File: config.mk
export PLATFORM = sky130hd
export DESIGN_NAME = piece_ctrl
export DESIGN_NICKNAME = d
export VERILOG_FILES = /design/src/rtl/tetris_pkg.sv /design/src/rtl/piece_lfsr.sv /design/src/rtl/piece_ctrl.sv
export SDC_FILE = /design/constraint.sdc
export NUM_CORES = 1
export LEC_CHECK = 0
export ABC_AREA = 0
export ABC_CLOCK_PERIOD_IN_PS = 4350
export BUFFER_PORTS_ARGS = -buffer_cell sky130_fd_sc_hd__buf_2
export CAP_MARGIN = 10
export CORE_UTILIZATION = 30
export CTS_CLUSTER_SIZE = 10
export DETAILED_ROUTE_END_ITERATION = 12
export GPL_ROUTABILITY_DRIVEN = 0
export PLACE_DENSITY = 0.45
export SLEW_MARGIN = 0
export SYNTH_ARGS = -nofsm -noshare
export SYNTH_HDL_FRONTEND = slang
export SYNTH_SLANG_ARGS = --single-unit
File: constraint.sdc
create_clock -name clk -period 4.35 [get_ports clk]
set_input_delay 0.87 -clock clk [delete_from_list [all_inputs] [get_ports clk]]
set_output_delay 0.87 -clock clk [all_outputs]
set_load 0.03 [all_outputs]
File: src/rtl/tetris_pkg.sv
// rtl/tetris_pkg.sv - shared board geometry, piece codes and controller states
package tetris_pkg;

    localparam int unsigned BOARD_W    = 10;
    localparam int unsigned BOARD_H    = 20;
    localparam int unsigned COORD_W    = $clog2((BOARD_W > BOARD_H) ? BOARD_W : BOARD_H);
    localparam int unsigned NUM_PIECES = 7;

    typedef enum logic [2:0] {
        PIECE_NONE = 3'd0,
        PIECE_I    = 3'd1,
        PIECE_O    = 3'd2,
        PIECE_T    = 3'd3,
        PIECE_S    = 3'd4,
        PIECE_Z    = 3'd5,
        PIECE_J    = 3'd6,
        PIECE_L    = 3'd7
    } piece_e;

    typedef enum logic [2:0] {
        ST_SPAWN,
        ST_FALL,
        ST_LOCK,
        ST_CLEAR,
        ST_OVER,
        ST_DROP
    } state_e;

    // Maps a raw random byte onto a legal piece code; code 0 is never produced.
    function automatic logic [2:0] piece_from_rand(input logic [7:0] r);
        logic [7:0] m;
        m = r % 8'(NUM_PIECES);
        return m[2:0] + 3'd1;
    endfunction

endpackage

File: src/rtl/piece_lfsr.sv
// rtl/piece_lfsr.sv - free-running 8-bit Fibonacci LFSR (taps 8,6,5,4), raw value out
module piece_lfsr
    import tetris_pkg::*;
#(
    parameter logic [7:0] SEED = 8'hA5
) (
    input  logic       clk,
    input  logic       rst_n,
    output logic [7:0] value_o
);

    logic [7:0] lfsr_q;
    logic [7:0] lfsr_d;

    // Maximal-length polynomial: a non-zero seed never reaches the all-zero lock-up state.
    always_comb begin
        lfsr_d = {lfsr_q[6:0], lfsr_q[7] ^ lfsr_q[5] ^ lfsr_q[4] ^ lfsr_q[3]};
    end

    always_ff @(posedge clk or negedge rst_n) begin
        if (!rst_n) begin
            lfsr_q <= SEED;
        end else begin
            lfsr_q <= lfsr_d;
        end
    end

    assign value_o = lfsr_q;

endmodule

File: src/rtl/piece_ctrl.sv
// rtl/piece_ctrl.sv - falling-piece controller: moves, gravity, lock handshake, spawn, bomb
// Optional hard drop is built when PIECE_CTRL_HARD_DROP_EN is defined.
module piece_ctrl
    import tetris_pkg::*;
#(
    parameter int unsigned        GRAV_DIV  = 50_000_000,
    parameter logic [COORD_W-1:0] SPAWN_X   = 5'd3,
    parameter logic [COORD_W-1:0] SPAWN_Y   = 5'd0,
    parameter logic [7:0]         LFSR_SEED = 8'hA5
) (
    input  logic               clk,
    input  logic               rstn,
    input  logic               btn_left,
    input  logic               btn_right,
    input  logic               btn_rot,
    input  logic               btn_down,
    input  logic               btn_boom,
    input  logic               btn_hdrop,
    input  logic               el,
    input  logic               er,
    input  logic               eu,
    input  logic               edrop,
    input  logic               overflow,
    input  logic               refresh_done,
    output logic [COORD_W-1:0] x,
    output logic [COORD_W-1:0] y,
    output logic [2:0]         piece_type,
    output logic [1:0]         dir,
    output logic [2:0]         next_type,
    output logic               refresh,
    output logic               boom,
    output logic               game_over
);

    localparam int unsigned        CNT_W     = $clog2(GRAV_DIV);
    localparam logic [CNT_W-1:0]   CNT_MAX   = CNT_W'(GRAV_DIV - 1);
    localparam logic [CNT_W-1:0]   CNT_ONE   = CNT_W'(1);
    localparam logic [COORD_W-1:0] COORD_ONE = COORD_W'(1);

    state_e             state_q;
    logic [COORD_W-1:0] x_q;
    logic [COORD_W-1:0] y_q;
    logic [2:0]         type_q;
    logic [1:0]         dir_q;
    logic [2:0]         next_type_q;
    logic               refresh_q;
    logic               boom_q;
    logic               game_over_q;
    logic               ovf_q;
    logic               pending_q;
    logic [CNT_W-1:0]   grav_cnt_q;

    logic [7:0]         lfsr_val;
    logic               grav_tick;
    logic               drop_req;

    piece_lfsr #(
        .SEED (LFSR_SEED)
    ) u_lfsr (
        .clk     (clk),
        .rst_n   (rstn),
        .value_o (lfsr_val)
    );

    assign grav_tick = (grav_cnt_q == CNT_MAX);
    assign drop_req  = btn_down | grav_tick | pending_q;

`ifndef PIECE_CTRL_HARD_DROP_EN
    logic unused_hdrop;
    assign unused_hdrop = btn_hdrop;
`endif

    always_ff @(posedge clk or negedge rstn) begin
        if (!rstn) begin
            state_q     <= ST_SPAWN;
            x_q         <= SPAWN_X;
            y_q         <= SPAWN_Y;
            type_q      <= PIECE_I;
            dir_q       <= 2'd0;
            next_type_q <= piece_from_rand(LFSR_SEED);
            refresh_q   <= 1'b0;
            boom_q      <= 1'b0;
            game_over_q <= 1'b0;
            ovf_q       <= 1'b0;
            pending_q   <= 1'b0;
            grav_cnt_q  <= '0;
        end else begin
            refresh_q <= 1'b0;
            boom_q    <= 1'b0;
            case (state_q)
                ST_SPAWN: begin
                    type_q      <= next_type_q;
                    next_type_q <= piece_from_rand(lfsr_val);
                    x_q         <= SPAWN_X;
                    y_q         <= SPAWN_Y;
                    dir_q       <= 2'd0;
                    grav_cnt_q  <= '0;
                    pending_q   <= 1'b0;
                    state_q     <= ST_FALL;
                end
                ST_FALL: begin
                    grav_cnt_q <= grav_tick ? '0 : grav_cnt_q + CNT_ONE;
                    // A tick displaced by a higher-priority action is remembered, not lost.
                    pending_q  <= pending_q | grav_tick;
                    if (btn_boom) begin
                        boom_q <= 1'b1;
`ifdef PIECE_CTRL_HARD_DROP_EN
                    end else if (btn_hdrop) begin
                        pending_q <= 1'b0;
                        state_q   <= ST_DROP;
`endif
                    end else if (btn_rot && eu) begin
                        dir_q <= dir_q + 2'd1;
                    end else if (btn_left && el) begin
                        x_q <= x_q - COORD_ONE;
                    end else if (btn_right && er) begin
                        x_q <= x_q + COORD_ONE;
                    end else if (drop_req) begin
                        pending_q <= 1'b0;
                        if (edrop) begin
                            y_q        <= y_q + COORD_ONE;
                            grav_cnt_q <= '0;
                        end else begin
                            refresh_q <= 1'b1;
                            state_q   <= ST_LOCK;
                        end
                    end
                end
                ST_LOCK: begin
                    ovf_q   <= overflow;
                    state_q <= ST_CLEAR;
                end
                ST_CLEAR: begin
                    // Position and type stay frozen: the board reads them during merge.
                    if (refresh_done) begin
                        if (ovf_q) begin
                            game_over_q <= 1'b1;
                            state_q     <= ST_OVER;
                        end else begin
                            state_q <= ST_SPAWN;
                        end
                    end
                end
                ST_OVER: begin
                    state_q <= ST_OVER;
                end
`ifdef PIECE_CTRL_HARD_DROP_EN
                ST_DROP: begin
                    if (edrop) begin
                        y_q <= y_q + COORD_ONE;
                    end else begin
                        refresh_q <= 1'b1;
                        state_q   <= ST_LOCK;
                    end
                end
`endif
                default: begin
                    state_q <= ST_SPAWN;
                end
            endcase
        end
    end

    assign x          = x_q;
    assign y          = y_q;
    assign piece_type = type_q;
    assign dir        = dir_q;
    assign next_type  = next_type_q;
    assign refresh    = refresh_q;
    assign boom       = boom_q;
    assign game_over  = game_over_q;

endmodule

# [After elaboration in Yosys (flattened, before gate mapping)]
# Index checks and enable logic that the tools add are counted.
[classes] mux=47 n_div=1 n_bitwise=6 reduce_logical=10 eq_ne=15 add_sub_neg=6
[ops] op="$mux W26" count=7
[ops] op="$pmux W26 S2" count=1
[ops] op="$mux W5" count=10
[ops] op="$add A26 B1 Y26 const B" count=1
[ops] op="$eq A26 B26 Y1 const B" count=1
[ops] op="$mux W3" count=8
[ops] op="$pmux W5 S2" count=2
[ops] op="$ne A2 B2 Y1 const B" count=9
[ops] op="$pmux W3 S5" count=1
[ops] op="$mux W1" count=14
[ops] op="$reduce_and A7 Y1" count=2
[ops] op="$add A5 B1 Y5 const B" count=2
[ops] op="$mod A8 B3 Y8 const B" count=1
[ops] op="$eq A3 B2 Y1 const B" count=2
[ops] op="$reduce_and A3 Y1" count=2
[ops] op="$sub A5 B1 Y5 const B" count=1
[ops] op="$mux W2" count=2
[ops] op="$pmux W2 S2" count=1
[ops] op="$reduce_and A4 Y1" count=1
[ops] op="$add A3 B1 Y3 const B" count=1
[ops] op="$eq A3 B1 Y1 const B" count=1
[ops] op="$eq A3 B3 Y1 const B" count=1
[ops] op="$logic_and A1 B1 Y1" count=3
[ops] op="$logic_not A3 Y1" count=1
[ops] op="other kinds (6)" count=10
[word_totals] input_bits=14 reg_bits=60

# [Depth between registers and ports, before layout]
[logic_depth] ltp_word=9 mapped_depth=17

# [Cells and area by module]
# Synthesis repeated with hierarchy kept, for this count alone.
[hier_totals] hier_cells=393 hier_area_um2=3602.2
[by_module_without_submodules] module="piece_ctrl" area_each_um2=3318.2 cells_per_inst=375 seq_area_each_um2=1307.5 n_inst=1
[by_module_without_submodules] module="piece_lfsr" area_each_um2=284.0 cells_per_inst=18 seq_area_each_um2=205.2 n_inst=1

# [Worst setup path before layout]
# Ideal clock, no wire load.
[synth_path] kind="reg-to-reg" startpoint="reg u_lfsr.lfsr_q[5] (netlist: u_lfsr.value_o[5])" endpoint="reg next_type_q[2] (netlist: next_type[2])" path_slack_ns=0.573 arrival_ns=3.718 setup_ns=0.060 stages_incl_launch_ff=17 cell_sequence="dfstp_2 -> buf_4 -> xnor2_1 -> a211oi_2 -> a221o_2 -> ha_1 -> o21ai_4 -> nand3_1 -> xor2_1 -> ha_1 -> inv_1 -> o31ai_2 -> mux2_1 -> ha_1 -> or4_1 -> o31ai_1 -> or3_1"
[synth_between] elab_chain_cells=2
[synth_lines] item="start, declared" line="piece_lfsr.sv:12" rtl="logic [7:0] lfsr_q;"
[synth_lines] item="start signal, assigned" line="piece_lfsr.sv:24" rtl="lfsr_q <= lfsr_d;"
[synth_lines] item="$mod A8 B3 Y8" line="tetris_pkg.sv:32" rtl="m = r % 8'(NUM_PIECES);"
[synth_lines] item="$add A3 B1 Y3" line="tetris_pkg.sv:33" rtl="return m[2:0] + 3'd1;"
[synth_lines] item="end signal, assigned" line="piece_ctrl.sv:80" rtl="next_type_q <= piece_from_rand(LFSR_SEED);"
[synth_lines] item="end signal, assigned" line="piece_ctrl.sv:93" rtl="next_type_q <= piece_from_rand(lfsr_val);"
[synth_lines] item="end, declared" line="piece_ctrl.sv:45" rtl="logic [2:0] next_type_q;"
# No other way between the ends.
# A chain may end at the register's enable or synchronous reset.

# [Worst setup path in the final report]
# Same ends and word-level chain as after synthesis.

==> Flow_metrics.wiki <==
{| class="wikitable"
! Metric !! Value
|-
| Count of buffers inserted at the top-level ports || 33
|-
| Detailed-route wire length || approximately 8200 um
|-
| Max-slew headroom at the worst pin || roughly 45%
|-
| Area leader, netlist || sky130_fd_sc_hd__dfrtp_1
|-
| Wire length of the first global-routing pass || between 10000 and 15000 um
|-
| Transition time at the pin with the least slew margin || about 0.83 ns
|-
| Critical path class || reg2reg
|-
| Count of nets left with antenna violations after detail routing || 0
|-
| Number of iterations in the first detailed-routing pass || 8
|-
| Width of the chip || about 110 um
|-
| Type of the most critical hold path || reg2reg
|-
| Pins Over Slew Limit || 0
|-
| Sum of negative setup slack || 0 ns
|-
| Final clock period utilization by the worst path || between 90% and 100%
|-
| DIE HEIGHT || approximately 110 um
|-
| Clock latency reported for the late side of the worst-skew pair || 0.33 ns
|-
| Routed vias || approximately 3000
|-
| Post-synthesis to final-layout area growth || 17.94%
|-
| Top-Level Pins || 35
|-
| Max Fclk || between 200 and 250 MHz
|-
| Type of element capturing the critical path || register
|-
| Synth unique cells || 68
|-
| Library cell contributing the largest single delay on the critical path || sky130_fd_sc_hd__dfstp_4
|-
| Cts bufs inserted || 9
|-
| Placed insts || roughly 560
|-
| Result of the run || complete, but fails checks
|-
| Number of DRC violations after detailed routing || 2
|-
| Synth Net Count || approximately 420
|-
| Data arrival, critical path || about 4.4 ns
|-
| Cell Count, Final, Fillers Out || 576
|-
| Area inside the core boundary || around 12000 um2
|-
| Initial DRC count || around 200
|-
| Biggest area contributors in the synthesized netlist || sky130_fd_sc_hd__dfrtp_1, sky130_fd_sc_hd__dfstp_2, sky130_fd_sc_hd__o21ai_0
|-
| Global route total overflow || 0
|-
| Max Fanout on Critical Path || 15
|-
| Area of the mapped netlist || approximately 3600 um2
|-
| HPWL after detailed placement || 5469 um
|-
| Total routing resource utilization after global routing || between 10 and 15%
|-
| # Max-Cap Violations || 0
|-
| Number of instances in the synthesized netlist || between 300 and 400
|-
| Number of global-route vias before repair || a little under 3000
|-
| Routed len/inst || between 10 and 15 um
|-
| Number of placement rows || 39
|-
| CTS tree || yes
|-
| Max stage delay on crit path || 0.71 ns
|-
| Share of cells above drive strength 1 || between 20% and 30%
|-
| Post-Syn Area per Cell || slightly above 9 um2
|-
| Starting Density || 31.13%
|-
| Post-CTS clock slew at the launch and capture registers of the worst setup and hold paths || 0.06 ns
|-
| Pwr Total || 2.237 mW
|-
| Crit path launch type || register
|-
| Worst setup slack after layout || roughly 0.22 ns
|-
| Top FF cell, synth || sky130_fd_sc_hd__dfrtp_1
|-
| Count of fill cells added during filler insertion || about 1200
|-
| Total of flip-flops plus latches after synthesis || 60
|-
| Average vias per placed instance || 5.142
|-
| Number of antenna violations at the first check in global routing || 0
|-
| Power per Cell Area || around 530 nW/um2
|-
| Multi-input gate area in the final layout || approximately 1900 um2
|-
| Number of synthesized flops with an enable pin || 0
|-
| Violated checks || design-rule violations
|-
| Final Hold Violating Endpoints || 0
|-
| H-tree depth reported by CTS || 3
|-
| Synth cell count leaders || sky130_fd_sc_hd__nand2_1, sky130_fd_sc_hd__dfrtp_1, sky130_fd_sc_hd__o21ai_0
|-
| Number of diodes || 0
|-
| Async set or reset register ratio after synthesis || 100.0%
|-
| Worst ir drop on vdd || roughly 340 uV
|-
| Leakage power of the design || ~1.8 nW
|-
| Period minus WS final || approximately 4.1 ns
|-
| Synth top area share || a little over a third
|-
| Largest net degree at the start of global routing || 37
|-
| Clock Tree Buf Depth || 2
|-
| Cell Chain, Critical Path || or2_2, o32ai_2, a221o_2, ha_1, o21ai_4, nand3_1, xor2_1, ha_2, inv_1, o31ai_2, mux2_1, ha_1, or4_1, o31ai_1, or3_1
|-
| Net count, final || 451
|-
| Placement Setup Slack || 0.1644 ns
|-
| Setup repair after global routing missed its margin || false
|-
| Top cell by count, worst path || sky130_fd_sc_hd__ha_1
|-
| Buffer type at the clock tree root || sky130_fd_sc_hd__clkbuf_16
|-
| Clock tree sinks || 60
|-
| Die Area || between 10000 and 15000 um2
|-
| Most frequent cell after synthesis || sky130_fd_sc_hd__nand2_1
|-
| Skew final || ~0.009 ns
|-
| YS warnings || 0
|-
| Setup violation total in the final timing report || 0
|-
| Proportion of synthesized chip area in sequential cells || between 40% and 50%
|-
| Worst path required time || 4.63 ns
|-
| Storage cell area || around 1500 um2
|}
[report_power, final]
group / switching, mW / leakage, nW / internal [mW] / total (mW)
Sequential: 0.0965 / 0.779 / 0.645 / 0.742
Combinational: 0.464 / 0.920 / 0.249 / 0.713
Clock: 0.278 / 0.148 / 0.504 / 0.782
Total: 0.838 / 1.85 / 1.40 / 2.24
[placed cells by master (no fill, tap or decap), types with 4 or more instances in the layout]
| cell | count |
|---|---|
| sky130_fd_sc_hd__a21oi_1 | 15 |
| sky130_fd_sc_hd__a21o_1 | 6 |
| sky130_fd_sc_hd__clkbuf_16 | 9 |
| sky130_fd_sc_hd__nor3_1 | 6 |
| sky130_fd_sc_hd__a31oi_1 | 6 |
| sky130_fd_sc_hd__xnor2_1 | 7 |
| sky130_fd_sc_hd__nand2_1 | 58 |
| sky130_fd_sc_hd__nand4_1 | 8 |
| sky130_fd_sc_hd__o21ai_0 | 47 |
| sky130_fd_sc_hd__dfrtp_1 | 51 |
| sky130_fd_sc_hd__a22o_1 | 4 |
| sky130_fd_sc_hd__xor2_1 | 8 |
| sky130_fd_sc_hd__inv_1 | 11 |
| sky130_fd_sc_hd__nand3_1 | 15 |
| sky130_fd_sc_hd__or2_2 | 4 |
| sky130_fd_sc_hd__mux2_2 | 6 |
| sky130_fd_sc_hd__and3_1 | 10 |
| sky130_fd_sc_hd__ha_1 | 7 |
| sky130_fd_sc_hd__nor2_1 | 24 |
| sky130_fd_sc_hd__o31ai_1 | 6 |
| sky130_fd_sc_hd__buf_4 | 8 |
| sky130_fd_sc_hd__dfstp_2 | 8 |
| sky130_fd_sc_hd__buf_2 | 33 |
[cell type report]
class                           instances  share of cell area (%)
Inverter                               11                  0.9766
Tap cell                              143                   4.232
Clock buffer                            9                   5.327
Sequential cell                        60                   35.87
Clock inverter                          7                   2.368
Timing Repair Buffer                   41                   5.327
Multi-Input combinational cell        305                   45.90
[state kept, by name, indices dropped and copies added, names as in the netlist]
signal / count
grav_cnt_q: 26
u_lfsr.value_o: 8
x: 5
y: 5
next_type: 3
piece_type: 3
state_q: 3
dir: 2
boom: 1
game_over: 1
ovf_q: 1
pending_q: 1
refresh: 1
[through the flow]
stage	area (um2)	hold slack, ns	util (%)
global placement	3881	0.4252	33.70
detailed placement	3881	0.4210	33.70
CTS	4207	0.4329	36.53
finish	4228	0.4340	36.71
floorplan	3585	0.3936	-
global route	4228	0.4405	36.71
[logic make-up (layout without fill, tap and decap cells)]
family,Yosys count,after routing,synth area share (%)
AND/OR/NAND/NOR,158,158,21.92
AO/OA/AOI/OAI,115,115,22.44
flip-flops,60,60,42.20
buffers and inverters,29,68,3.944
XOR/XNOR,15,15,3.665
adder cells (fa/ha/maj),9,9,3.351
multiplexers,8,8,2.478
[metal layers]
metal	vias to the layer above	track usage, %	wire length (um)
li1	1498	-	-
met1	1417	19.40	4032
met2	43	23.33	3852
met3	4	4.374	273
met4	0	4.324	78
met5	-	0	0
[what timing repair did]
action	CTS	global route
setup buffers	0	1
hold endpoints to repair	0	0
gates resized for setup	0	3
setup endpoints to repair	0	1
hold buffers	0	0
[final timing paths]
path,startpoint,to,slack [ns],cells past startpoint
worst max register to register,u_lfsr.value_o[5],next_type[2],0.22,15
max in group asynchronous,rstn,grav_cnt_q[7],2.85,2
worst min register to register,u_lfsr.value_o[0],u_lfsr.value_o[1],0.43,0
worst min-delay path,u_lfsr.value_o[0],u_lfsr.value_o[1],0.43,0
min in group asynchronous,rstn,next_type[1],0.63,1
worst max-delay path,u_lfsr.value_o[5],next_type[2],0.22,15
[critical path: cells and delay by family, from the launching register on]
family | cells | cell delay (ns)
AOI/OAI and AO/OA | 5 | 1.12
xor gates and xnor gates | 1 | 0.19
adders and majority gates | 3 | 0.72
buffers and inverters | 1 | 0.08
DFF | 1 | 0.71
muxes | 1 | 0.35
and+or+nand+nor | 4 | 0.91
No activity file was read; power rests on OpenSTA's default activity.
